File: config.mk
export PLATFORM = sky130hd
export DESIGN_NAME = sram_controller
export DESIGN_NICKNAME = d
export VERILOG_FILES = /design/src/rtl/sram_controller_pkg.sv /design/src/rtl/sram_controller_wait_counter.sv /design/src/rtl/sram_controller.sv
export SDC_FILE = /design/constraint.sdc
export NUM_CORES = 1
export LEC_CHECK = 0
export CELL_PAD_IN_SITES_DETAIL_PLACEMENT = 2
export CELL_PAD_IN_SITES_GLOBAL_PLACEMENT = 2
export CORE_ASPECT_RATIO = 0.75
export CORE_MARGIN = 10
export CORE_UTILIZATION = 30
export CTS_CLUSTER_DIAMETER = 150
export CTS_CLUSTER_SIZE = 12
export DETAILED_ROUTE_END_ITERATION = 10
export PLACE_DENSITY_LB_ADDON = 0.25
export SLEW_MARGIN = 20
export SYNTH_ARGS = -nofsm -noshare
export SYNTH_HDL_FRONTEND = slang
export SYNTH_SLANG_ARGS = --single-unit
export TNS_END_PERCENT = 100
File: constraint.sdc
create_clock -name clk -period 9.1 [get_ports clk]
set_clock_uncertainty 0.15 [all_clocks]
set_input_delay 1.82 -clock clk [delete_from_list [all_inputs] [get_ports clk]]
set_output_delay 1.82 -clock clk [all_outputs]
set_load 0.01 [all_outputs]
File: src/rtl/sram_controller_pkg.sv
// Shared state encoding and default geometry for the external SRAM sequencer.
package sram_controller_pkg;

    typedef enum logic [1:0] {
        ST_IDLE = 2'd0,
        ST_LO   = 2'd1,
        ST_HI   = 2'd2,
        ST_DONE = 2'd3
    } state_e;

    localparam int SRAM_ADDR_LEN_DEF = 18;
    localparam int SRAM_DATA_LEN_DEF = 16;
    localparam int BASE_ADDR_DEF     = 1024;
    localparam int WAIT_CYCLES_DEF   = 1;
    localparam int CNT_W             = 3;

endpackage

File: src/rtl/sram_controller_wait_counter.sv
// Phase counter: counts 0..WAIT_CYCLES+1 and wraps, flagging the final and next-to-final cycle.
module sram_wait_counter
    import sram_controller_pkg::*;
#(
    parameter int WAIT_CYCLES = WAIT_CYCLES_DEF
) (
    input  logic             clk_i,
    input  logic             rst_i,
    input  logic             clr_i,
    input  logic             en_i,
    output logic [CNT_W-1:0] cnt_o,
    output logic             last_o,
    output logic             penult_o
);

    localparam logic [CNT_W-1:0] LAST = CNT_W'(WAIT_CYCLES + 1);

    logic [CNT_W-1:0] cnt_q, cnt_d;

    always_comb begin
        cnt_d = cnt_q;
        if (clr_i)
            cnt_d = '0;
        else if (en_i)
            cnt_d = last_o ? '0 : cnt_q + 1'b1;
    end

    always_ff @(posedge clk_i or posedge rst_i) begin
        if (rst_i) cnt_q <= '0;
        else       cnt_q <= cnt_d;
    end

    assign cnt_o    = cnt_q;
    assign last_o   = (cnt_q == LAST);
    assign penult_o = (cnt_q == LAST - 1'b1);

endmodule

File: src/rtl/sram_controller.sv
// Splits each 32-bit pipeline access into two 16-bit SRAM half-accesses (LO then HI),
// stalling the pipeline through ready until the DONE cycle.
module sram_controller
    import sram_controller_pkg::*;
#(
    parameter int ADDR_LEN      = 32,
    parameter int DATA_LEN      = 32,
    parameter int SRAM_ADDR_LEN = SRAM_ADDR_LEN_DEF,
    parameter int SRAM_DATA_LEN = SRAM_DATA_LEN_DEF,
    parameter int WAIT_CYCLES   = WAIT_CYCLES_DEF,
    parameter int BASE_ADDR     = BASE_ADDR_DEF
) (
    input  logic                     clk,
    input  logic                     rst,
    input  logic                     wr_en,
    input  logic                     rd_en,
    input  logic [ADDR_LEN-1:0]      address,
    input  logic [DATA_LEN-1:0]      write_data,
    output logic [DATA_LEN-1:0]      read_data,
    output logic                     ready,
    output logic [SRAM_ADDR_LEN-1:0] sram_addr,
    output logic [SRAM_DATA_LEN-1:0] sram_dq_out,
    output logic                     sram_dq_oe,
    input  logic [SRAM_DATA_LEN-1:0] sram_dq_in,
    output logic                     sram_we_n,
    output logic                     sram_oe_n,
    output logic                     sram_ub_n,
    output logic                     sram_lb_n
);

    localparam int WW = SRAM_ADDR_LEN - 1;

    state_e                   state_q, state_d;
    logic                     op_wr_q, op_wr_d;
    logic [WW-1:0]            word_q, word_d;
    logic [DATA_LEN-1:0]      wdata_q, wdata_d;
    logic [DATA_LEN-1:0]      rdata_q, rdata_d;
    logic [SRAM_ADDR_LEN-1:0] addr_q, addr_d;
    logic [SRAM_DATA_LEN-1:0] dq_q, dq_d;
    logic                     dq_oe_q, dq_oe_d;
    logic                     we_n_q, we_n_d;
    logic                     oe_n_q, oe_n_d;

    logic [CNT_W-1:0] cnt;
    logic             last, penult;
    logic             req, in_phase, start, to_hi, enter, wr_sel;
    logic [WW-1:0]    word_in;

    // Word index of the byte offset from the window base; upper bits drop so addresses wrap.
    assign word_in  = WW'((address - ADDR_LEN'(BASE_ADDR)) >> 2);
    assign req      = wr_en | rd_en;
    assign in_phase = (state_q == ST_LO) || (state_q == ST_HI);
    assign start    = (state_q == ST_IDLE) && req;
    assign to_hi    = (state_q == ST_LO) && last;
    assign enter    = start || to_hi;
    assign wr_sel   = (state_q == ST_IDLE) ? wr_en : op_wr_q;

    sram_wait_counter #(.WAIT_CYCLES(WAIT_CYCLES)) u_cnt (
        .clk_i    (clk),
        .rst_i    (rst),
        .clr_i    (~in_phase),
        .en_i     (in_phase),
        .cnt_o    (cnt),
        .last_o   (last),
        .penult_o (penult)
    );

    always_comb begin
        state_d = state_q;
        op_wr_d = op_wr_q;
        word_d  = word_q;
        wdata_d = wdata_q;
        rdata_d = rdata_q;
        addr_d  = addr_q;
        dq_d    = dq_q;
        dq_oe_d = 1'b0;
        we_n_d  = 1'b1;
        oe_n_d  = 1'b1;

        case (state_q)
            ST_IDLE: if (req) begin
                state_d = ST_LO;
                op_wr_d = wr_en;
                word_d  = word_in;
                wdata_d = write_data;
            end
            ST_LO:   if (last) state_d = ST_HI;
            ST_HI:   if (last) state_d = ST_DONE;
            default: state_d = ST_IDLE;
        endcase

        if (enter) begin
            addr_d = {start ? word_in : word_q, to_hi};
            dq_d   = start ? write_data[SRAM_DATA_LEN-1:0] : wdata_q[DATA_LEN-1:SRAM_DATA_LEN];
        end

        // Bus controls are registered, so they are decoded for the cycle about to begin.
        if (enter || (in_phase && !last)) begin
            dq_oe_d = wr_sel;
            oe_n_d  = wr_sel;
            we_n_d  = ~(wr_sel & (enter | ~penult));
        end

        if (in_phase && last && !op_wr_q) begin
            if (state_q == ST_LO) rdata_d[SRAM_DATA_LEN-1:0]        = sram_dq_in;
            else                  rdata_d[DATA_LEN-1:SRAM_DATA_LEN] = sram_dq_in;
        end
    end

    always_ff @(posedge clk or posedge rst) begin
        if (rst) begin
            state_q <= ST_IDLE;
            op_wr_q <= 1'b0;
            word_q  <= '0;
            wdata_q <= '0;
            rdata_q <= '0;
            addr_q  <= '0;
            dq_q    <= '0;
            dq_oe_q <= 1'b0;
            we_n_q  <= 1'b1;
            oe_n_q  <= 1'b1;
        end else begin
            state_q <= state_d;
            op_wr_q <= op_wr_d;
            word_q  <= word_d;
            wdata_q <= wdata_d;
            rdata_q <= rdata_d;
            addr_q  <= addr_d;
            dq_q    <= dq_d;
            dq_oe_q <= dq_oe_d;
            we_n_q  <= we_n_d;
            oe_n_q  <= oe_n_d;
        end
    end

    assign ready       = ~(req & (state_q != ST_DONE));
    assign read_data   = rdata_q;
    assign sram_addr   = addr_q;
    assign sram_dq_out = dq_q;
    assign sram_dq_oe  = dq_oe_q;
    assign sram_we_n   = we_n_q;
    assign sram_oe_n   = oe_n_q;
    assign sram_ub_n   = 1'b0;
    assign sram_lb_n   = 1'b0;

endmodule

==> flow_summary.json <==
{
  "fin_cells": 743,
  "synth_flop_cell": "dfrtp_1",
  "diodes": 0,
  "clock_latency_ns": 0.35,
  "powerDensity_nw_per_um2": 322,
  "place_hpwl_mm": 10.3,
  "grt_remaining_overflow": 0,
  "yosys_warnings": 0,
  "synthSimpleGateAreaFrac_pct": 13.0,
  "register_area_um2": 2710,
  "core_um2": 15100,
  "drt_first_iter_violations": 126,
  "drt-met1-wl_mm": 5.81,
  "syn_area_per_cell_um2": 11.5,
  "synth_top_family_by_area": "multiplexers",
  "antenna_found_initial": 0,
  "p_leak_nw": 2.78,
  "area_delta_synth_final_pct": 40.8,
  "cp.arrival_ns": 3.26,
  "wirelength_mm": 14.3,
  "drv_cap": 0,
  "die_y_um": 127,
  "fmax_ghz": 0.191,
  "final_hold_viol_count": 0,
  "hold-worst-slack_ns": 0.331,
  "synthTopCellsByCount": "106 x dfrtp_1, 93 x nand2_1, 37 x mux2i_1, 33 x mux2_2, 28 x o21ai_0",
  "nFillCells": 1586,
  "cts_root_buf": "clkbuf_16",
  "port_buffers": 138,
  "critPathKind": "in2out",
  "final_nets": 623,
  "cts_hold_buf": 0,
  "cts_resized": 0,
  "status": "complete, no violations",
  "cp-end-kind": "output pin",
  "synth_edf_count": 0,
  "row_count": 39,
  "grtUsageTotal_pct": 14.0,
  "cp.required_ns": 7.13,
  "yosys.area_share.xor_xnor_pct": 0.761,
  "ir_drop_v": 0.000103,
  "synth_compound_area_share_pct": 6.52,
  "timing.final.crit_share_pct": 57.5,
  "drive_gt1_share_pct": 11.9,
  "worstHoldStart": "wdata_q[23]",
  "yosysSeqAreaShare_pct": 58.8,
  "hold_path.class": "reg2reg",
  "cts_max_level": 3,
  "avgViaCountPerCell": 4.67,
  "rsz0062_at_grt": "no",
  "min_path_cells": 2,
  "routabilityCongestion": 0.710,
  "synth_area_um2": 4600,
  "critPathMaxFanout": 4,
  "ys_types": 44,
  "cts.clk_slew.worst_paths_ns": 0.07,
  "cts_setup_buffers": 0,
  "synth_fa_ha_area_share_pct": 1.63,
  "cts_tree": "done",
  "synthTopCellsByArea": "dfrtp_1 58%, mux2_2 8.1%, mux2i_1 8.0%",
  "placed_cells": 727,
  "grt_pass1_vias": 4040,
  "highest_layer": "met4",
  "grt_max_degree": 80,
  "drt-pass1-iter-count": 4,
  "finalCriticalPeriod_ns": 5.23,
  "ios": 156,
  "multiInputGateArea_um2": 1770,
  "async_reset_ff_share_pct": 100,
  "yosys.area.top_type_share_pct": 57.6,
  "synth_top_cell_by_area": "dfrtp_1",
  "ctsLongestPathBuffers": 2,
  "vias": 3472,
  "synth-seq-cells": 108,
  "ant_nets": 0,
  "route.met3.wl_um": 854,
  "post-route-drc-count": 0,
  "die_w_um": 163,
  "numCtsBuffers": 9,
  "r2r_cells": 5,
  "grt_pass1_wl_mm": 22.9,
  "synth_most_common_cell": "dfrtp_1",
  "avgRoutedWirePerCell_um": 19.3,
  "start_util_pct": 30.4,
  "startpoint_type": "input port",
  "cts.sinks": 108,
  "tightest_slew_ns": 0.973,
  "syn_inst": 400,
  "r2r_end": "read_data[19]",
  "slew_viol_final": 0,
  "setup_violations": 0,
  "slew-limit-headroom_pct": 35.1,
  "rr_startpoint": "state_q[0]",
  "fin_setup_tns_ns": 0,
  "r2r_slack_ns": 6.40,
  "wl_met2_mm": 7.54,
  "die-area_um2": 20800,
  "synthMuxAreaShare_pct": 16.1,
  "whs_endpoint": "wdata_q[23]"
}
-- where the power goes --
part | internal (W) | switching [W] | total, W | leakage [nW]
Sequential | 0.000699 | 0.000129 | 0.000829 | 1.32
Combinational | 0.000441 | 0.000411 | 0.000852 | 1.30
Clock | 0.000230 | 0.000179 | 0.000409 | 0.156
Total | 0.00137 | 0.000719 | 0.00209 | 2.78
-- kinds of logic after synthesis --
kind of cell	count (synthesis)
AO/OA/AOI/OAI	50
multiplexers	70
adder cells (fa/ha/maj)	6
other	1
XOR/XNOR	4
AND/OR/NAND/NOR	133
buffers and inverters	28
flip-flops	108
-- layout make-up --
cell class	instances	share of cell area, %
repair buffers	142	21.8
flip-flops and latches	108	41.7
multi-input cells	265	27.3
clock buffers	11	3.90
inverters	7	0.444
well taps	205	3.96
clock inverters	5	0.888
-- routing by layer --
metal	up-vias	GRT usage, %
li1	1616	-
met2	67	24.8
met3	12	5.26
met4	0	3.33
met5	-	0
met1	1777	15.6
-- placed cells by master, fill, tap and decap left out, types with 6 or more instances in the layout --
| cell | instances |
|---|---|
| clkdlybuf4s50_1 | 138 |
| nand2_1 | 93 |
| mux2_2 | 33 |
| mux2i_1 | 37 |
| nor3_1 | 6 |
| inv_1 | 6 |
| nor2_1 | 14 |
| ha_1 | 6 |
| dfrtp_1 | 106 |
| clkbuf_16 | 9 |
| o21ai_0 | 28 |
| a211oi_1 | 7 |
-- stage by stage --
step	setup WS (ns)	total power, W	area, um^2	utilization, %
final	3.87	0.00209	6480	42.9
after floorplan	4.29	0.00124	4610	-
after global placement	3.88	0.00165	6170	40.8
after detailed placement	3.86	0.00171	6170	40.8
after CTS	3.84	0.00214	6480	42.9
after global routing	3.76	0.00225	6480	42.9
-- flip-flops by register name (all words and copies together) (netlist names) --
| register | count |
|---|---|
| read_data | 32 |
| sram_we_n | 1 |
| u_cnt.cnt_o | 3 |
| state_q | 2 |
| wdata_q | 16 |
| sram_addr | 18 |
| sram_oe_n | 1 |
| sram_dq_out | 16 |
| op_wr_q | 1 |
| sram_dq_oe | 1 |
| word_q | 17 |
-- worst max-delay path: stages --
cell,delay (ns)
clkdlybuf4s50_1,0.57
nor2_1,0.10
or2_2,0.28
clkdlybuf4s50_1,0.48
-- worst max path at each step --
stage / endpoint / from / slack, ns
after detailed placement: ready / rd_en / 3.86
after global routing: ready / rd_en / 3.76
after global placement: ready / rd_en / 3.88
after floorplan: op_wr_q / rst / 4.29
final: ready / rd_en / 3.87
after CTS: ready / rd_en / 3.84
Power figures use the tool's default switching activity.
